**src/rtl/pciecfg_pkg.sv**
```systemverilog
// pciecfg_pkg: shared types and constants of the PCIe config-access reply path.
package pciecfg_pkg;
  localparam int PCIECFG_PKT_BYTES = 60;
  localparam int PCIECFG_PKT_BITS = PCIECFG_PKT_BYTES * 8;
  localparam int PCIECFG_TX_NWORDS = (PCIECFG_PKT_BYTES + 7) / 8;
  function automatic logic [7:0] last_keep(input int bytes);
    int r;
    r = bytes % 8;
    return r == 0 ? 8'hFF : 8'((1 << r) - 1);
  endfunction
  localparam logic [7:0] PCIECFG_TX_LAST_KEEP = last_keep(PCIECFG_PKT_BYTES);
  typedef struct packed {
    logic                        data_valid;
    logic [PCIECFG_PKT_BITS-1:0] pkt;
  } FIFO_PCIECFG_T;
  typedef enum logic [1:0] {TX_IDLE, TX_LOAD, TX_SEND} tx_state_e;
endpackage

```
**src/rtl/pciecfg_tx_if.sv**
```systemverilog
// pciecfg_tx_if: response-FIFO read port plus the 64-bit TX stream toward the MAC.
interface pciecfg_tx_if;
  import pciecfg_pkg::*;
  logic          fifo_pciecfg_rd_en;
  logic          fifo_pciecfg_empty;
  FIFO_PCIECFG_T fifo_pciecfg_dout;
  logic [63:0]   tx_tdata;
  logic [7:0]    tx_tkeep;
  logic          tx_tvalid;
  logic          tx_tlast;
  logic          tx_tready;
  logic          tx_busy;
  modport master (
    output fifo_pciecfg_rd_en, tx_tdata, tx_tkeep, tx_tvalid, tx_tlast, tx_busy,
    input  fifo_pciecfg_empty, fifo_pciecfg_dout, tx_tready
  );
  modport slave (
    input  fifo_pciecfg_rd_en, tx_tdata, tx_tkeep, tx_tvalid, tx_tlast, tx_busy,
    output fifo_pciecfg_empty, fifo_pciecfg_dout, tx_tready
  );
endinterface

```
**src/rtl/pciecfg_tx_stats.sv**
```systemverilog
// pciecfg_tx_stats: saturating frame/bubble counters (used with PCIECFG_TX_STATS_EN).
module pciecfg_tx_stats (
  input  logic        clk,
  input  logic        rst,
  input  logic        frame_inc,
  input  logic        bubble_inc,
  output logic [31:0] stat_frames,
  output logic [31:0] stat_bubbles
);
  always_ff @(posedge clk or negedge rst)
    if (!rst) begin
      stat_frames <= '0;
      stat_bubbles <= '0;
    end else begin
      if (frame_inc && !(&stat_frames)) stat_frames <= stat_frames + 1'b1;
      if (bubble_inc && !(&stat_bubbles)) stat_bubbles <= stat_bubbles + 1'b1;
    end
endmodule

```
**src/rtl/pciecfg_tx.sv**
```systemverilog
// pciecfg_tx: drains the response FIFO, drops bubbles, streams each reply as 64-bit words.
// Define PCIECFG_TX_STATS_EN to add the stat_frames/stat_bubbles counter ports.
module pciecfg_tx
  import pciecfg_pkg::*;
#(
  parameter int DATA_W    = 64,
  parameter int PKT_BYTES = PCIECFG_PKT_BYTES
) (
  input  logic         clk,
  input  logic         rst,
  pciecfg_tx_if.master bus
`ifdef PCIECFG_TX_STATS_EN
  ,
  output logic [31:0]  stat_frames,
  output logic [31:0]  stat_bubbles
`endif
);
  localparam int NW = PCIECFG_TX_NWORDS;
  localparam int IW = NW > 1 ? $clog2(NW) : 1;
  localparam int PAD = NW * DATA_W - PCIECFG_PKT_BITS;
  localparam logic [IW-1:0] LAST = IW'(NW - 1);
  localparam logic [1:0] IDLE = TX_IDLE;
  localparam logic [1:0] LOAD = TX_LOAD;
  localparam logic [1:0] SEND = TX_SEND;
  if (DATA_W != 64 || PKT_BYTES != PCIECFG_PKT_BYTES) begin : g_bad_cfg
    $error("pciecfg_tx: DATA_W must be 64 and PKT_BYTES must match FIFO_PCIECFG_T");
  end
  logic [1:0]                  state;
  logic [IW-1:0]               idx;
  logic [PCIECFG_PKT_BITS-1:0] pkt;
  logic                        rd_en;
  logic                        send, last, hs;
  logic [NW*DATA_W-1:0]        padded;
  logic [DATA_W-1:0]           chunk, data;
  // Packet is MSB-first; left-align it so word k is the k-th DATA_W slice from the top.
  always_comb begin
    send = state == SEND;
    last = send && idx == LAST;
    hs = send && bus.tx_tready;
    padded = (NW * DATA_W)'(pkt) << PAD;
    chunk = DATA_W'(padded >> (DATA_W * (NW - 1 - int'(idx))));
    data = '0;
    for (int i = 0; i < DATA_W / 8; i++) data[8*i +: 8] = send ? chunk[DATA_W-1-8*i -: 8] : 8'h00;
  end
  assign bus.fifo_pciecfg_rd_en = rd_en;
  assign bus.tx_tvalid = send;
  assign bus.tx_busy = send;
  assign bus.tx_tlast = last;
  assign bus.tx_tkeep = last ? PCIECFG_TX_LAST_KEEP : {8{send}};
  assign bus.tx_tdata = data;
  // rd_en is issued from IDLE and the entry lands in LOAD; a bubble may re-issue straight away.
  always_ff @(posedge clk or negedge rst)
    if (!rst) begin
      state <= IDLE;
      idx <= '0;
      pkt <= '0;
      rd_en <= 1'b0;
    end else begin
      case (state)
        IDLE: begin
          rd_en <= !rd_en && !bus.fifo_pciecfg_empty;
          if (rd_en) state <= LOAD;
        end
        LOAD: begin
          idx <= '0;
          if (bus.fifo_pciecfg_dout.data_valid) begin
            pkt <= bus.fifo_pciecfg_dout.pkt;
            state <= SEND;
          end else begin
            rd_en <= !bus.fifo_pciecfg_empty;
            state <= IDLE;
          end
        end
        SEND:
          if (hs) begin
            if (last) state <= IDLE;
            else idx <= idx + 1'b1;
          end
        default: begin
          state <= IDLE;
          rd_en <= 1'b0;
        end
      endcase
    end
`ifdef PCIECFG_TX_STATS_EN
  pciecfg_tx_stats u_stats (
    .clk(clk),
    .rst(rst),
    .frame_inc(hs && last),
    .bubble_inc(state == LOAD && !bus.fifo_pciecfg_dout.data_valid),
    .stat_frames(stat_frames),
    .stat_bubbles(stat_bubbles)
  );
`endif
endmodule
```
**src/flat_wrapper.sv**
```systemverilog
// flat-port wrapper written by rule: the top's interface ports become plain ports
module pciecfg_tx_flat import pciecfg_pkg::*;
#(
  parameter int DATA_W    = 64,
  parameter int PKT_BYTES = PCIECFG_PKT_BYTES
)
  (clk, rst, bus_fifo_pciecfg_rd_en, bus_tx_tdata, bus_tx_tkeep, bus_tx_tvalid, bus_tx_tlast, bus_tx_busy, bus_fifo_pciecfg_empty, bus_fifo_pciecfg_dout, bus_tx_tready);
  pciecfg_tx_if bus_i ();
  input  logic clk;
  input  logic rst;
  output wire logic [$bits(bus_i.fifo_pciecfg_rd_en)-1:0] bus_fifo_pciecfg_rd_en;
  output wire logic [$bits(bus_i.tx_tdata)-1:0] bus_tx_tdata;
  output wire logic [$bits(bus_i.tx_tkeep)-1:0] bus_tx_tkeep;
  output wire logic [$bits(bus_i.tx_tvalid)-1:0] bus_tx_tvalid;
  output wire logic [$bits(bus_i.tx_tlast)-1:0] bus_tx_tlast;
  output wire logic [$bits(bus_i.tx_busy)-1:0] bus_tx_busy;
  input wire logic [$bits(bus_i.fifo_pciecfg_empty)-1:0] bus_fifo_pciecfg_empty;
  input wire logic [$bits(bus_i.fifo_pciecfg_dout)-1:0] bus_fifo_pciecfg_dout;
  input wire logic [$bits(bus_i.tx_tready)-1:0] bus_tx_tready;
  assign bus_fifo_pciecfg_rd_en = bus_i.fifo_pciecfg_rd_en;
  assign bus_tx_tdata = bus_i.tx_tdata;
  assign bus_tx_tkeep = bus_i.tx_tkeep;
  assign bus_tx_tvalid = bus_i.tx_tvalid;
  assign bus_tx_tlast = bus_i.tx_tlast;
  assign bus_tx_busy = bus_i.tx_busy;
  assign bus_i.fifo_pciecfg_empty = bus_fifo_pciecfg_empty;
  assign bus_i.fifo_pciecfg_dout = bus_fifo_pciecfg_dout;
  assign bus_i.tx_tready = bus_tx_tready;
  pciecfg_tx #(.DATA_W(DATA_W), .PKT_BYTES(PKT_BYTES)) u_core (.clk(clk), .rst(rst), .bus(bus_i));
endmodule
```
**config.mk**
```make
export PLATFORM = sky130hd
export DESIGN_NAME = pciecfg_tx_flat
export DESIGN_NICKNAME = d
export VERILOG_FILES = /design/src/rtl/pciecfg_pkg.sv /design/src/rtl/pciecfg_tx_if.sv /design/src/rtl/pciecfg_tx_stats.sv /design/src/rtl/pciecfg_tx.sv /design/src/flat_wrapper.sv
export SDC_FILE = /design/constraint.sdc
export NUM_CORES = 1
export LEC_CHECK = 0
export BUFFER_PORTS_ARGS = -buffer_cell sky130_fd_sc_hd__buf_2
export CAP_MARGIN = 30
export CORE_ASPECT_RATIO = 0.5
export CORE_MARGIN = 1
export CORE_UTILIZATION = 60
export CTS_BUF_LIST = sky130_fd_sc_hd__clkbuf_2 sky130_fd_sc_hd__clkbuf_4 sky130_fd_sc_hd__clkbuf_8
export CTS_CLUSTER_SIZE = 40
export DETAILED_ROUTE_END_ITERATION = 6
export GPL_TIMING_DRIVEN = 0
export PLACE_DENSITY = 0.86
export SLEW_MARGIN = 20
export SYNTH_ARGS = -nofsm -noshare
export SYNTH_HDL_FRONTEND = slang
export SYNTH_SLANG_ARGS = --single-unit
```
**constraint.sdc**
```tcl
create_clock -name clk -period 2.7 [get_ports clk]
set_input_delay 0.27 -clock clk [delete_from_list [all_inputs] [get_ports clk]]
set_output_delay 0.27 -clock clk [all_outputs]
set_load 0.05 [all_outputs]
```
==> results.md <==
* Drt initial violations at around 2,500
* M1 GR Usage at between 50% and 60%
* Core area at 36,400 sq um
* IO Count at approximately 560
* CTS clk-pin slew, worst paths at around 0.080 ns
* Most frequent cells in the layout: buf_2 (549), mux2_2 (519), dfrtp_1 (485), dlygate4sd3_1 (483)
* CP cell instances: nand2b_1, buf_2, inv_4, buf_8, o21ai_2, a21oi_2, clkbuf_4
* Final Wtd Congestion at 0.916
* Setup_tns at -7.22 ns
* Final Cycle Share at 111%
* Type of the worst setup path: reg -> out
* CP max-delay cell: dfrtp_1
* CP required at 2.43 ns
* Synth area leaders: dfrtp_1 (54%), mux2_2 (26%), mux2_4 (5.9%)
* Worst-Skew Late Latency at roughly 0.68 ns
* CP top delay family: buffers and inverters
* Cts bufs inserted at 70
* Yosys warning total at 0
* Post-synth cell types at 33
* VDD IR max at about 700 uV
* Port Buf Inserts at 560
* Vias in the first global route at 23,300
* DRT Wirelength at 102,000 microns
* Critical Path Sink Type: output pin
* Commonest non-fill, non-tap cell in the layout: buf_2
* CTS H-tree lvls at 3
* Vias per cell at about 6.7
* Final WS setup at -0.291 ns
* Failing checks: setup timing
* Die Area at approximately 38,000 sq um
* CTS tree: done
* Largest net degree at the start of global routing at roughly 100
* CP max stage delay at 0.46 ns
* Placed inst area at 26,100 sq um
* Register area share after synthesis at 54.1%
* Die W at roughly 280 microns
* Worst reg-to-reg path cell count at 5
* Global-route wire length before repair at 138,000 microns
* Status: complete, but fails checks
* CTS sink count at just under 500
* Startpoint types: flop
* LEAKAGE at roughly 15 nW
* Post-Route Skew at between 0.05 and 0.06 ns
* WL per Instance at approximately 32 microns
* Final Setup Violations at between 70 and 80
* Mean area per synthesized cell at 14.9 sq um
* GRT busiest layer: met2
* 1st-pass router iterations at 7
* Synth Area in Compound Gates at under 10%
* Fin area at 33,300 sq um
* DR vias at 21,400
* M2 GR Usage at between 80 and 90%
* Fin. Hold Viols at 0
* ANT nets after route at 0
* RSZ-0062 raised after global routing: yes
* Maximum buffer depth of the clock tree at 3
* Worst path depth at 7
* Area grow syn2layout at 48.1%
* Hold Path Class: in -> async
* #FFs+latches synth at between 400 and 500
* CP bufs+invs at 4
* WP data arrival at roughly 2.7 ns
* Count of pins over their slew limit at 0
* Total grt overflow at 0
* Initial core utilization at roughly three fifths
* # nets final at 3,117
* EDFF count, synth at 0
* Max-cap violations at 0
* Relative slew slack at between 50% and 60%
* Synth area leader: dfrtp_1
* Initial antenna violation count at 32
* Die Y-Extent at 139 microns
* Mapped Area at 22,500 sq um
* Crit-path max FO at 15
* Post-Synth Adder-Cell Area at less than 1%
* Post-synthesis async set-or-reset flop share at between 90% and 100%
* Slew @ Worst Pin at 0.632 ns
* XOR/XNOR share of the synthesized area at 0%
* Mux contribution to synthesized area at a little over a third
* Std-Cell Rows at slightly below 50
* Met3 Usage GRT at 13.9%
* Root Driver: clkbuf_8
* DP Wirelength at 49,300 microns
* Synthesized Nets at around 2,000
* Cells after Synth at 1,509
* Largest family of logic cells by synthesized area: multiplexers
* Total global-route track usage at around 49%
* Share of cells above drive strength 1 at between 50% and 60%
* Fmax at ~330 MHz
* Pwr dens at between 1000 and 1500 nW/um^2
* Main synth FF type: dfrtp_1
* DRC at 0
* Clock period minus worst slack at around 3.0 ns
* Area share of the largest cell type after synthesis at between 50% and 60%
* Simple-Gate Fraction of Synth Area at 1.30%
layout make-up:
type,instances,area [sq um]
clock buffers,114,1410
fillers,1317,3110
diodes,39,97.6
well taps,484,606
plain buffers,123,1020
multi-input cells,897,9950
repair buffers,1050,7970
inverters,2,10.0
clock inverters,10,86.3
flip-flops and latches,486,12200
registers in the layout, indices dropped and copies added (netlist names):
register                       cells
u_core.state                       2
u_core.idx                         3
u_core.bus.fifo_pciecfg_rd_en      1
u_core.pkt                       480
worst register-to-register path: stages (launching register included):
cell      delay (ns)
dfrtp_1         0.35
clkbuf_4        0.21
nand3b_4        0.18
buf_2           0.29
buf_2           0.49
mux2_2          0.45
metal layers:
layer  up-vias  wire length [microns]
met1     10300                  32300
li1       7849                      -
met5         -                     49
met4         4                  11200
met3      1012                  11400
met2      2219                  47500
kinds of logic (layout without fill, tap and decap cells):
family          after synthesis  in the layout
mux                         672            672
flops                       486            486
buf+inv                     126           1299
other cells                   0             39
fa+ha+maj                     2              2
compound gates              169            169
simple gates                 54             54
per-stage QoR:
step | hold slack, ns | utilization, % | total power, mW | instances | worst slack [ns]
after floorplan | -0.0256 | - | 24.1 | 1509 | 0.171
after global placement | 0.481 | 71.2 | 27.5 | 2553 | -8.48
after detailed placement | 0.210 | 71.6 | 28.1 | 2558 | -0.0435
after CTS | 0.0213 | 89.9 | 35.6 | 3164 | -0.0287
after global routing | 0.140 | 91.4 | 40.5 | 3197 | -0.323
final | 0.146 | 91.5 | 39.8 | 3205 | -0.291
power breakdown:
part           total, mW  switching (mW)  internal, mW  leakage [nW]
combinational       19.0            9.81          9.16          8.88
sequential          14.0            3.02          11.0          5.82
clock               6.84            3.43          3.40         0.791
path summary, 6_finish.rpt:
kind	startpoint	endpoint	slack, ns
max	u_core.state[0]	bus_tx_tdata[38]	-0.29
min	rst	u_core.pkt[105]	0.15
max reg2reg	u_core.state[1]	u_core.pkt[94]	0.59
min reg2reg	u_core.pkt[298]	u_core.pkt[298]	0.51
max in group asynchronous	rst	u_core.pkt[456]	0.86
min in group clk	bus_fifo_pciecfg_dout[480]	u_core.bus.fifo_pciecfg_rd_en	0.15
cells in the mapped netlist, drive strengths merged (2+ instances only):
library cell / n
o22ai: 64
nand3b: 4
dfrtp: 486
inv: 2
nor3: 32
buf: 94
mux4: 32
ha: 2
o21ai: 34
nor2: 4
nand2: 7
a21oi: 32
nand2b: 3
mux2: 608
mux2i: 32
a22o: 3
clkbuf: 30
a2bb2oi: 32
timing repair:
action                                 CTS  global route
gates cloned                             0             1
pin swaps                                0             0
setup endpoints to repair               74            71
endpoints found under the hold margin  554             0
resized for setup                      120           168
hold buffers                           483             0
setup buffers                            0             1
Note: power is estimated with default switching activity, not from simulation.
